**config.mk**
```make
export PLATFORM = sky130hd
export DESIGN_NAME = dror_point_feeder_flat
export DESIGN_NICKNAME = d
export VERILOG_FILES = /design/src/rtl/dror_point_feeder_if.sv /design/src/rtl/dror_point_feeder.sv /design/src/flat_wrapper.sv
export SDC_FILE = /design/constraint.sdc
export NUM_CORES = 1
export LEC_CHECK = 0
export ABC_CLOCK_PERIOD_IN_PS = 6800
export CORE_ASPECT_RATIO = 0.7
export CORE_MARGIN = 2
export CORE_UTILIZATION = 38
export DETAILED_ROUTE_END_ITERATION = 8
export SYNTH_ARGS = -nofsm -noshare
export SYNTH_HDL_FRONTEND = slang
export SYNTH_SLANG_ARGS = --single-unit
```
**constraint.sdc**
```tcl
create_clock -name i_clock -period 6.8 [get_ports i_clock]
set_clock_uncertainty 0.15 [all_clocks]
set_input_delay 2.04 -clock i_clock [delete_from_list [all_inputs] [get_ports i_clock]]
set_output_delay 2.04 -clock i_clock [all_outputs]
set_load 0.005 [all_outputs]
```
**src/rtl/dror_point_feeder_if.sv**
```systemverilog
// Signal bundle between the DROR point feeder and its point memory, validator core and result consumer.
interface dror_point_feeder_if #(
  parameter int N                = 16,
  parameter int DISTANCE_MODULES = 8,
  parameter int ADDR_W           = 16
);
  logic                          i_start;
  logic [ADDR_W-1:0]             i_cloud_size;
  logic                          o_mem_rd_en;
  logic [ADDR_W-1:0]             o_mem_addr;
  logic [3*N-1:0]                i_mem_rdata;
  logic                          o_core_reset;
  logic [N-1:0]                  o_point_x;
  logic [N-1:0]                  o_point_y;
  logic [N-1:0]                  o_point_z;
  logic [N*DISTANCE_MODULES-1:0] o_cp_x;
  logic [N*DISTANCE_MODULES-1:0] o_cp_y;
  logic [N*DISTANCE_MODULES-1:0] o_cp_z;
  logic                          o_cp_valid;
  logic                          i_inlier;
  logic                          o_result_valid;
  logic [ADDR_W-1:0]             o_result_index;
  logic                          o_result_inlier;
  logic                          o_busy;
  logic                          o_done;

  modport master (
    input  i_start, i_cloud_size, i_mem_rdata, i_inlier,
    output o_mem_rd_en, o_mem_addr, o_core_reset,
           o_point_x, o_point_y, o_point_z,
           o_cp_x, o_cp_y, o_cp_z, o_cp_valid,
           o_result_valid, o_result_index, o_result_inlier,
           o_busy, o_done
  );

  modport slave (
    output i_start, i_cloud_size, i_mem_rdata, i_inlier,
    input  o_mem_rd_en, o_mem_addr, o_core_reset,
           o_point_x, o_point_y, o_point_z,
           o_cp_x, o_cp_y, o_cp_z, o_cp_valid,
           o_result_valid, o_result_index, o_result_inlier,
           o_busy, o_done
  );
endinterface

```
**src/rtl/dror_point_feeder.sv**
```systemverilog
// DROR point feeder: presents each point with batches of comparison lanes to the validator and classifies it.
// Build macro DROR_FEEDER_EARLY_EXIT_EN: abandon a point's remaining batches once it is known to be an inlier.
module dror_point_feeder #(
  parameter int N                = 16,
  parameter int DISTANCE_MODULES = 8,
  parameter int ADDR_W           = 16,
  parameter int CORE_LATENCY     = 4
) (
  input  logic                i_clock,
  input  logic                i_reset,
  dror_point_feeder_if.master bus
);
  localparam int DM    = DISTANCE_MODULES;
  localparam int CNT_W = $clog2(DM + CORE_LATENCY + 2);
  localparam logic [N-1:0] SENTINEL = {N{1'b1}};

  typedef enum logic [2:0] {
    S_IDLE, S_LOAD_PT, S_CLR, S_FILL, S_PRESENT, S_DRAIN, S_REPORT, S_FIN
  } state_t;

  state_t            state, state_nxt;
  logic [ADDR_W-1:0] size_q;
  logic [ADDR_W-1:0] pt_idx;
  logic [ADDR_W:0]   batch_base;
  logic [CNT_W-1:0]  cnt;
  logic              sticky;
  logic [N-1:0]      point_x, point_y, point_z;
  logic [N*DM-1:0]   shadow_x, shadow_y, shadow_z;
  logic              fill_vld_p1;
  logic [CNT_W-1:0]  fill_lane_p1;

  logic [ADDR_W:0]   lane_idx, next_base, pt_next;
  logic              lane_real;

  // Lane indices are one bit wider than addresses so the last batch base cannot wrap.
  assign lane_idx  = batch_base + (ADDR_W+1)'(cnt);
  assign next_base = batch_base + (ADDR_W+1)'(DM);
  assign pt_next   = {1'b0, pt_idx} + (ADDR_W+1)'(1);
  assign lane_real = (cnt < CNT_W'(DM)) && (lane_idx < {1'b0, size_q})
                     && (lane_idx != {1'b0, pt_idx});

  always_ff @(posedge i_clock) begin
    if (i_reset) state <= S_IDLE;
    else         state <= state_nxt;
  end

  always_comb begin
    state_nxt = state;
    case (state)
      S_IDLE:    if (bus.i_start) state_nxt = (bus.i_cloud_size == '0) ? S_FIN : S_LOAD_PT;
      S_LOAD_PT: if (cnt == CNT_W'(1)) state_nxt = S_CLR;
      S_CLR:     state_nxt = S_FILL;
      S_FILL:    if (cnt == CNT_W'(DM)) state_nxt = S_PRESENT;
      S_PRESENT: state_nxt = (next_base >= {1'b0, size_q}) ? S_DRAIN : S_FILL;
      S_DRAIN:   if (cnt == CNT_W'(CORE_LATENCY-1)) state_nxt = S_REPORT;
      S_REPORT:  state_nxt = (pt_next == {1'b0, size_q}) ? S_FIN : S_LOAD_PT;
      S_FIN:     state_nxt = S_IDLE;
      default:   state_nxt = S_IDLE;
    endcase
`ifdef DROR_FEEDER_EARLY_EXIT_EN
    if ((state == S_FILL || state == S_PRESENT) && (sticky || bus.i_inlier))
      state_nxt = S_REPORT;
`endif
  end

  always_ff @(posedge i_clock) begin
    if (i_reset) begin
      cnt         <= '0;
      size_q      <= '0;
      pt_idx      <= '0;
      batch_base  <= '0;
      sticky      <= 1'b0;
      fill_vld_p1 <= 1'b0;
      point_x     <= '0;
      point_y     <= '0;
      point_z     <= '0;
    end else begin
      cnt         <= (state_nxt != state) ? '0 : cnt + CNT_W'(1);
      fill_vld_p1 <= (state == S_FILL) && lane_real;
      case (state)
        S_IDLE: if (bus.i_start) begin
          size_q <= bus.i_cloud_size;
          pt_idx <= '0;
        end
        S_LOAD_PT: if (cnt == CNT_W'(1)) begin
          point_x <= bus.i_mem_rdata[N-1:0];
          point_y <= bus.i_mem_rdata[2*N-1:N];
          point_z <= bus.i_mem_rdata[3*N-1:2*N];
        end
        S_CLR: begin
          batch_base <= '0;
          sticky     <= 1'b0;
        end
        S_FILL, S_DRAIN: if (bus.i_inlier) sticky <= 1'b1;
        S_PRESENT: begin
          batch_base <= next_base;
          if (bus.i_inlier) sticky <= 1'b1;
        end
        S_REPORT: if (pt_next != {1'b0, size_q}) pt_idx <= pt_next[ADDR_W-1:0];
        default: ;
      endcase
    end
  end

  // _p1: read data returns one cycle after its strobe and lands in the lane it was issued for;
  // lanes with no read are filled with SENTINEL in the issue cycle itself.
  always_ff @(posedge i_clock) begin
    fill_lane_p1 <= cnt;
    if (state == S_FILL && cnt < CNT_W'(DM) && !lane_real) begin
      shadow_x[cnt*N +: N] <= SENTINEL;
      shadow_y[cnt*N +: N] <= SENTINEL;
      shadow_z[cnt*N +: N] <= SENTINEL;
    end
    if (fill_vld_p1) begin
      shadow_x[fill_lane_p1*N +: N] <= bus.i_mem_rdata[N-1:0];
      shadow_y[fill_lane_p1*N +: N] <= bus.i_mem_rdata[2*N-1:N];
      shadow_z[fill_lane_p1*N +: N] <= bus.i_mem_rdata[3*N-1:2*N];
    end
  end

  always_comb begin
    bus.o_mem_rd_en = 1'b0;
    bus.o_mem_addr  = '0;
    if (state == S_LOAD_PT && cnt == '0) begin
      bus.o_mem_rd_en = 1'b1;
      bus.o_mem_addr  = pt_idx;
    end else if (state == S_FILL && lane_real) begin
      bus.o_mem_rd_en = 1'b1;
      bus.o_mem_addr  = lane_idx[ADDR_W-1:0];
    end
    bus.o_core_reset    = (state == S_CLR);
    bus.o_point_x       = point_x;
    bus.o_point_y       = point_y;
    bus.o_point_z       = point_z;
    bus.o_cp_valid      = (state == S_PRESENT);
    bus.o_cp_x          = (state == S_PRESENT) ? shadow_x : {DM{SENTINEL}};
    bus.o_cp_y          = (state == S_PRESENT) ? shadow_y : {DM{SENTINEL}};
    bus.o_cp_z          = (state == S_PRESENT) ? shadow_z : {DM{SENTINEL}};
    bus.o_result_valid  = (state == S_REPORT);
    bus.o_result_index  = (state == S_REPORT) ? pt_idx : '0;
    bus.o_result_inlier = (state == S_REPORT) && sticky;
    bus.o_busy          = (state != S_IDLE) && (state != S_FIN);
    bus.o_done          = (state == S_FIN);
  end
endmodule

```
**src/flat_wrapper.sv**
```systemverilog
// flat-port wrapper written by rule: the top's interface ports become plain ports
module dror_point_feeder_flat 
#(
  parameter int N                = 16,
  parameter int DISTANCE_MODULES = 8,
  parameter int ADDR_W           = 16,
  parameter int CORE_LATENCY     = 4
)
  (i_clock, i_reset, bus_i_start, bus_i_cloud_size, bus_i_mem_rdata, bus_i_inlier, bus_o_mem_rd_en, bus_o_mem_addr, bus_o_core_reset, bus_o_point_x, bus_o_point_y, bus_o_point_z, bus_o_cp_x, bus_o_cp_y, bus_o_cp_z, bus_o_cp_valid, bus_o_result_valid, bus_o_result_index, bus_o_result_inlier, bus_o_busy, bus_o_done);
  dror_point_feeder_if #(.N(N), .DISTANCE_MODULES(DISTANCE_MODULES), .ADDR_W(ADDR_W)) bus_i ();
  input  logic i_clock;
  input  logic i_reset;
  input wire logic [$bits(bus_i.i_start)-1:0] bus_i_start;
  input wire logic [$bits(bus_i.i_cloud_size)-1:0] bus_i_cloud_size;
  input wire logic [$bits(bus_i.i_mem_rdata)-1:0] bus_i_mem_rdata;
  input wire logic [$bits(bus_i.i_inlier)-1:0] bus_i_inlier;
  output wire logic [$bits(bus_i.o_mem_rd_en)-1:0] bus_o_mem_rd_en;
  output wire logic [$bits(bus_i.o_mem_addr)-1:0] bus_o_mem_addr;
  output wire logic [$bits(bus_i.o_core_reset)-1:0] bus_o_core_reset;
  output wire logic [$bits(bus_i.o_point_x)-1:0] bus_o_point_x;
  output wire logic [$bits(bus_i.o_point_y)-1:0] bus_o_point_y;
  output wire logic [$bits(bus_i.o_point_z)-1:0] bus_o_point_z;
  output wire logic [$bits(bus_i.o_cp_x)-1:0] bus_o_cp_x;
  output wire logic [$bits(bus_i.o_cp_y)-1:0] bus_o_cp_y;
  output wire logic [$bits(bus_i.o_cp_z)-1:0] bus_o_cp_z;
  output wire logic [$bits(bus_i.o_cp_valid)-1:0] bus_o_cp_valid;
  output wire logic [$bits(bus_i.o_result_valid)-1:0] bus_o_result_valid;
  output wire logic [$bits(bus_i.o_result_index)-1:0] bus_o_result_index;
  output wire logic [$bits(bus_i.o_result_inlier)-1:0] bus_o_result_inlier;
  output wire logic [$bits(bus_i.o_busy)-1:0] bus_o_busy;
  output wire logic [$bits(bus_i.o_done)-1:0] bus_o_done;
  assign bus_i.i_start = bus_i_start;
  assign bus_i.i_cloud_size = bus_i_cloud_size;
  assign bus_i.i_mem_rdata = bus_i_mem_rdata;
  assign bus_i.i_inlier = bus_i_inlier;
  assign bus_o_mem_rd_en = bus_i.o_mem_rd_en;
  assign bus_o_mem_addr = bus_i.o_mem_addr;
  assign bus_o_core_reset = bus_i.o_core_reset;
  assign bus_o_point_x = bus_i.o_point_x;
  assign bus_o_point_y = bus_i.o_point_y;
  assign bus_o_point_z = bus_i.o_point_z;
  assign bus_o_cp_x = bus_i.o_cp_x;
  assign bus_o_cp_y = bus_i.o_cp_y;
  assign bus_o_cp_z = bus_i.o_cp_z;
  assign bus_o_cp_valid = bus_i.o_cp_valid;
  assign bus_o_result_valid = bus_i.o_result_valid;
  assign bus_o_result_index = bus_i.o_result_index;
  assign bus_o_result_inlier = bus_i.o_result_inlier;
  assign bus_o_busy = bus_i.o_busy;
  assign bus_o_done = bus_i.o_done;
  dror_point_feeder #(.N(N), .DISTANCE_MODULES(DISTANCE_MODULES), .ADDR_W(ADDR_W), .CORE_LATENCY(CORE_LATENCY)) u_core (.i_clock(i_clock), .i_reset(i_reset), .bus(bus_i));
endmodule
```
==> summary.log <==
qor: floorplan.io_pins 539
qor: placed_design.post_dp_cell_area 0.0288 mm^2
qor: job.max_cap_viol_count 0
qor: critical_path.max_stage_delay 0.55 ns
qor: worst_hold_path.hold-path-endpoint u_core.shadow_x[108]
qor: timing.final_critical_path_setup_slack 0.171 ns
qor: timing.maxClockFrequency 151 MHz
qor: placed_design.detailedPlacementHpwl 67.9 mm
qor: power.total_power 8800 uW
qor: yosys.ys_types 80
qor: global_routing.antenna_violations_before_repair 0
qor: critical_path.cp-end-kind output pin
qor: finish.layout_cells_sized_above_1 0.0709
qor: global_routing.global_route_wire_length_before_repair 141 mm
qor: clocking.cts_h_tree_lvls 2
qor: yosys.yosys_warnings 0
qor: timing.grt_setup_unrepaired false
qor: placed_design.setup_slack_at_placement 0.231 ns
qor: global_routing.grt_use_total 0.300
qor: yosys.synth_top_area_cell sky130_fd_sc_hd__dfxtp_1
qor: floorplan.initial_core_util 0.387
qor: yosys.postSynthRegisterBits 491
qor: finish.register_area 0.00984 mm^2
qor: floorplan.rows 74
qor: critical_path.worstPathMaxFanout 5
qor: finish.number_of_inserted_diodes 0
qor: routing.drtAntennaViolNets 0
qor: critical_path.timing.setup.critical_path_class reg2out
qor: routing.wire_per_inst 23.7 um
qor: timing.finalMaxSlewViolations 0
qor: clocking.clk_latency 0.59 ns
qor: routing.routed_wl 95.9 mm
qor: clocking.cts_root_buf sky130_fd_sc_hd__clkbuf_16
qor: worst_hold_path.hold_path.startpoint u_core.shadow_x[108]
qor: critical_path.cpMaxStageDelayCell sky130_fd_sc_hd__or4_4
qor: finish.commonest_non_fill_non_tap_cell_in_the_layout sky130_fd_sc_hd__nand2_1
qor: routing.drc 0
qor: finish.multiInputGateArea 0.0120 mm^2
qor: critical_path.timing.critical_path.arrival 4.44 ns
qor: placed_design.gp_congestion 0.904
qor: timing.period_share 0.975
qor: routing.drt_pre_antenna_iters 6
qor: global_routing.grt_pass1_vias 21.5k
qor: yosys.seq_area_frac_synth 0.433
qor: timing.hold_viol_final 0
qor: floorplan.die_h 209 um
qor: worst_hold_path.holdPathStages 2
qor: floorplan.die_area 0.0618 mm^2
qor: power.total_leakage_power 0.0127 uW
qor: global_routing.pin_count_of_the_biggest_net_entering_global_routing 99
qor: clocking.cts_hold_buffers 0
qor: yosys.postSynth.asyncResetShare 0
qor: critical_path.rr_endpoint u_core.pt_idx[15]
qor: placed_design.io_buffer_count 538
qor: placed_design.dpl.cell_count 3955
qor: critical_path.worst-r2r-setup-slack 1.47 ns
qor: yosys.syn-cell-area 0.0227 mm^2
qor: timing.timing.max_slew.rel_slack 0.149
qor: critical_path.critical_path_required 4.61 ns
qor: critical_path.worstPathBufferInverterCount 1
qor: critical_path.critical_path.cell_chain ha_4 > nand4_4 > or4_4 > xnor2_4 > ha_4 > a21o_1 > a211o_1 > or4_4 > or2_4 > a21oi_4 > nand2_4 > o21ai_0 > clkdlybuf4s50_1
qor: clocking.cts-buffers-inserted 51
qor: finish.nets 3324
qor: yosys.synthTopCellsByArea sky130_fd_sc_hd__dfxtp_1, sky130_fd_sc_hd__nand2b_1, sky130_fd_sc_hd__nand2_1, sky130_fd_sc_hd__a22oi_1, sky130_fd_sc_hd__a21oi_1
qor: clocking.clkSlewWorstSetupHoldPaths 0.06 ns
qor: floorplan.die_w 296 um
qor: yosys.syn_area_per_cell 8.09 um^2
qor: timing.tightestPinTransition 1.28 ns
qor: routing.vias_per_cell 5.52
qor: yosys.synthFlopType sky130_fd_sc_hd__dfxtp_1
qor: clocking.cts_tree built
qor: finish.final_standard_cell_count_with_taps_included_and_fillers_excluded 4056
qor: outcome.status complete, no violations
qor: yosys.synth-edff-count 0
qor: finish.area_delta_synth_final 35.5%
qor: floorplan.design.core.area 0.0587 mm^2
qor: yosys.postSynthNetCount 2915
qor: critical_path.timing.critical_path.max_delay_family simple AND/OR/NAND/NOR gates
qor: critical_path.r2r-start u_core.pt_idx[7]
qor: yosys.gate_count_post_synth 2807
qor: routing.detailroute.via_count 22.4k
qor: worst_hold_path.hold_path_class reg2reg
qor: critical_path.setup.worst_path.start_class register
qor: yosys.synth_largest_type_area_fraction 0.433
qor: timing.timing.final.crit_period 6.63 ns
qor: finish.postLayoutCellArea 0.0308 mm^2
qor: finish.fill_cells 5537
qor: power.power_density 286 mW/mm^2
qor: clocking.number_of_clock_sinks_seen_by_cts 491
qor: global_routing.remaining_overflow_grt 0
qor: timing.finalSetupViolations 0
qor: critical_path.ff2ff_path_depth 7
qor: routing.initialDrtViolationCount 1963
qor: power.peakVddDrop 0.000205 V
qor: timing.tns 0 ns
qor: clocking.clockBufferDepth 3
qor: finish.top_library_cells_by_usage_in_the_layout_fill_and_taps_aside sky130_fd_sc_hd__nand2_1, sky130_fd_sc_hd__clkdlybuf4s50_1, sky130_fd_sc_hd__dfxtp_1
[through the flow]
step | hold WS, ns | utilization
3_3_place_gp | 0.284 | 0.491
2_1_floorplan | 0.176 | -
4_1_cts | 0.300 | 0.523
6_report | 0.300 | 0.524
3_5_place_dp | 0.291 | 0.491
5_1_grt | 0.311 | 0.524
[report_power, final]
group	internal, uW	total [uW]	switching (uW)
combinational	995	2370	1370
sequential	3250	3490	243
clock	1720	2940	1220
total	5960	8800	2840
[synthesized netlist by cell type (8+ instances only)]
master and n:
sky130_fd_sc_hd__a22o_1 13, sky130_fd_sc_hd__nand2_1 561, sky130_fd_sc_hd__and3_1 12, sky130_fd_sc_hd__xor2_1 17, sky130_fd_sc_hd__o21ai_0 18, sky130_fd_sc_hd__nand2b_1 394
sky130_fd_sc_hd__nor4_1 11, sky130_fd_sc_hd__a22oi_1 160, sky130_fd_sc_hd__buf_2 53, sky130_fd_sc_hd__or4_1 8, sky130_fd_sc_hd__clkbuf_1 186, sky130_fd_sc_hd__dfxtp_1 491
sky130_fd_sc_hd__nand4_1 13, sky130_fd_sc_hd__nand3_1 28, sky130_fd_sc_hd__o22a_1 27, sky130_fd_sc_hd__a2bb2oi_1 70, sky130_fd_sc_hd__o31ai_1 13, sky130_fd_sc_hd__a21o_1 19
sky130_fd_sc_hd__and2_1 23, sky130_fd_sc_hd__nor2_1 188, sky130_fd_sc_hd__ha_1 40, sky130_fd_sc_hd__inv_1 36, sky130_fd_sc_hd__xnor2_1 36, sky130_fd_sc_hd__a21oi_1 224
sky130_fd_sc_hd__a22oi_2 10, sky130_fd_sc_hd__nor3_1 29
[sequential cells by signal, summed over array words and instances, names as in the netlist]
name	flops
u_core.shadow_y	128
u_core.fill_vld_p1	1
u_core.bus.o_point_y	16
u_core.batch_base	14
u_core.sticky	1
u_core.bus.o_point_x	16
u_core.fill_lane_p1	4
u_core.state	3
u_core.pt_idx	16
u_core.shadow_z	128
u_core.bus.o_point_z	16
u_core.shadow_x	128
u_core.size_q	16
u_core.cnt	4
[cell families (layout without fill, tap and decap cells)]
| kind of cell | after synthesis | in the layout | share of synthesized area |
|---|---|---|---|
| buffers and inverters | 292 | 743 | 0.0530 |
| adder cells (fa/ha/maj) | 40 | 40 | 0.0220 |
| AND/OR/NAND/NOR | 1310 | 1310 | 0.280 |
| AO/OA/AOI/OAI | 611 | 611 | 0.187 |
| multiplexers | 9 | 9 | 0.00408 |
| flip-flops | 491 | 491 | 0.433 |
| XOR/XNOR | 54 | 54 | 0.0214 |
[cell type report]
cell class,count,share of cell area
tap,798,0.0324
sequential,491,0.320
inverter,38,0.00488
multi-input combinational,2024,0.391
clock buffer,75,0.0474
clock inverter,20,0.00878
timing repair buffer,610,0.195
[how the worst max path moves through the flow]
stage                     slack (ns)                  from  depth (start not counted)                 end
after floorplan                 0.73  u_core.batch_base[3]                         15  bus_o_mem_addr[10]
after global placement          0.30  u_core.batch_base[6]                         13   bus_o_mem_addr[9]
after detailed placement        0.23  u_core.batch_base[4]                         13  bus_o_mem_addr[10]
after CTS                      0.002         u_core.cnt[3]                         14  bus_o_mem_addr[10]
after global routing            0.02  u_core.batch_base[3]                         13   bus_o_mem_addr[0]
final                           0.17  u_core.batch_base[3]                         13  bus_o_mem_addr[15]
[worst min-delay path, delay by kind of cell, from the launching register on]
kind	cells	cell delay, ns
AO/OA/AOI/OAI	1	0.05
flip-flops	1	0.30
AND/OR/NAND/NOR	1	0.05
[layer usage]
| layer | track usage | vias up | part of all wire |
|---|---|---|---|
| met5 | 0 | - | 0 |
| met4 | 0.0921 | 0 | 0.028 |
| met3 | 0.0550 | 150 | 0.077 |
| met2 | 0.464 | 939 | 0.45 |
| met1 | 0.422 | 11000 | 0.45 |
| li1 | - | 10300 | - |
[repair_timing]
item,in CTS,in global routing
resized for setup,27,25
endpoints found under the setup margin,17,17
setup buffers,4,2
pin swaps,2,4
No activity file was read; power rests on OpenSTA's default activity.
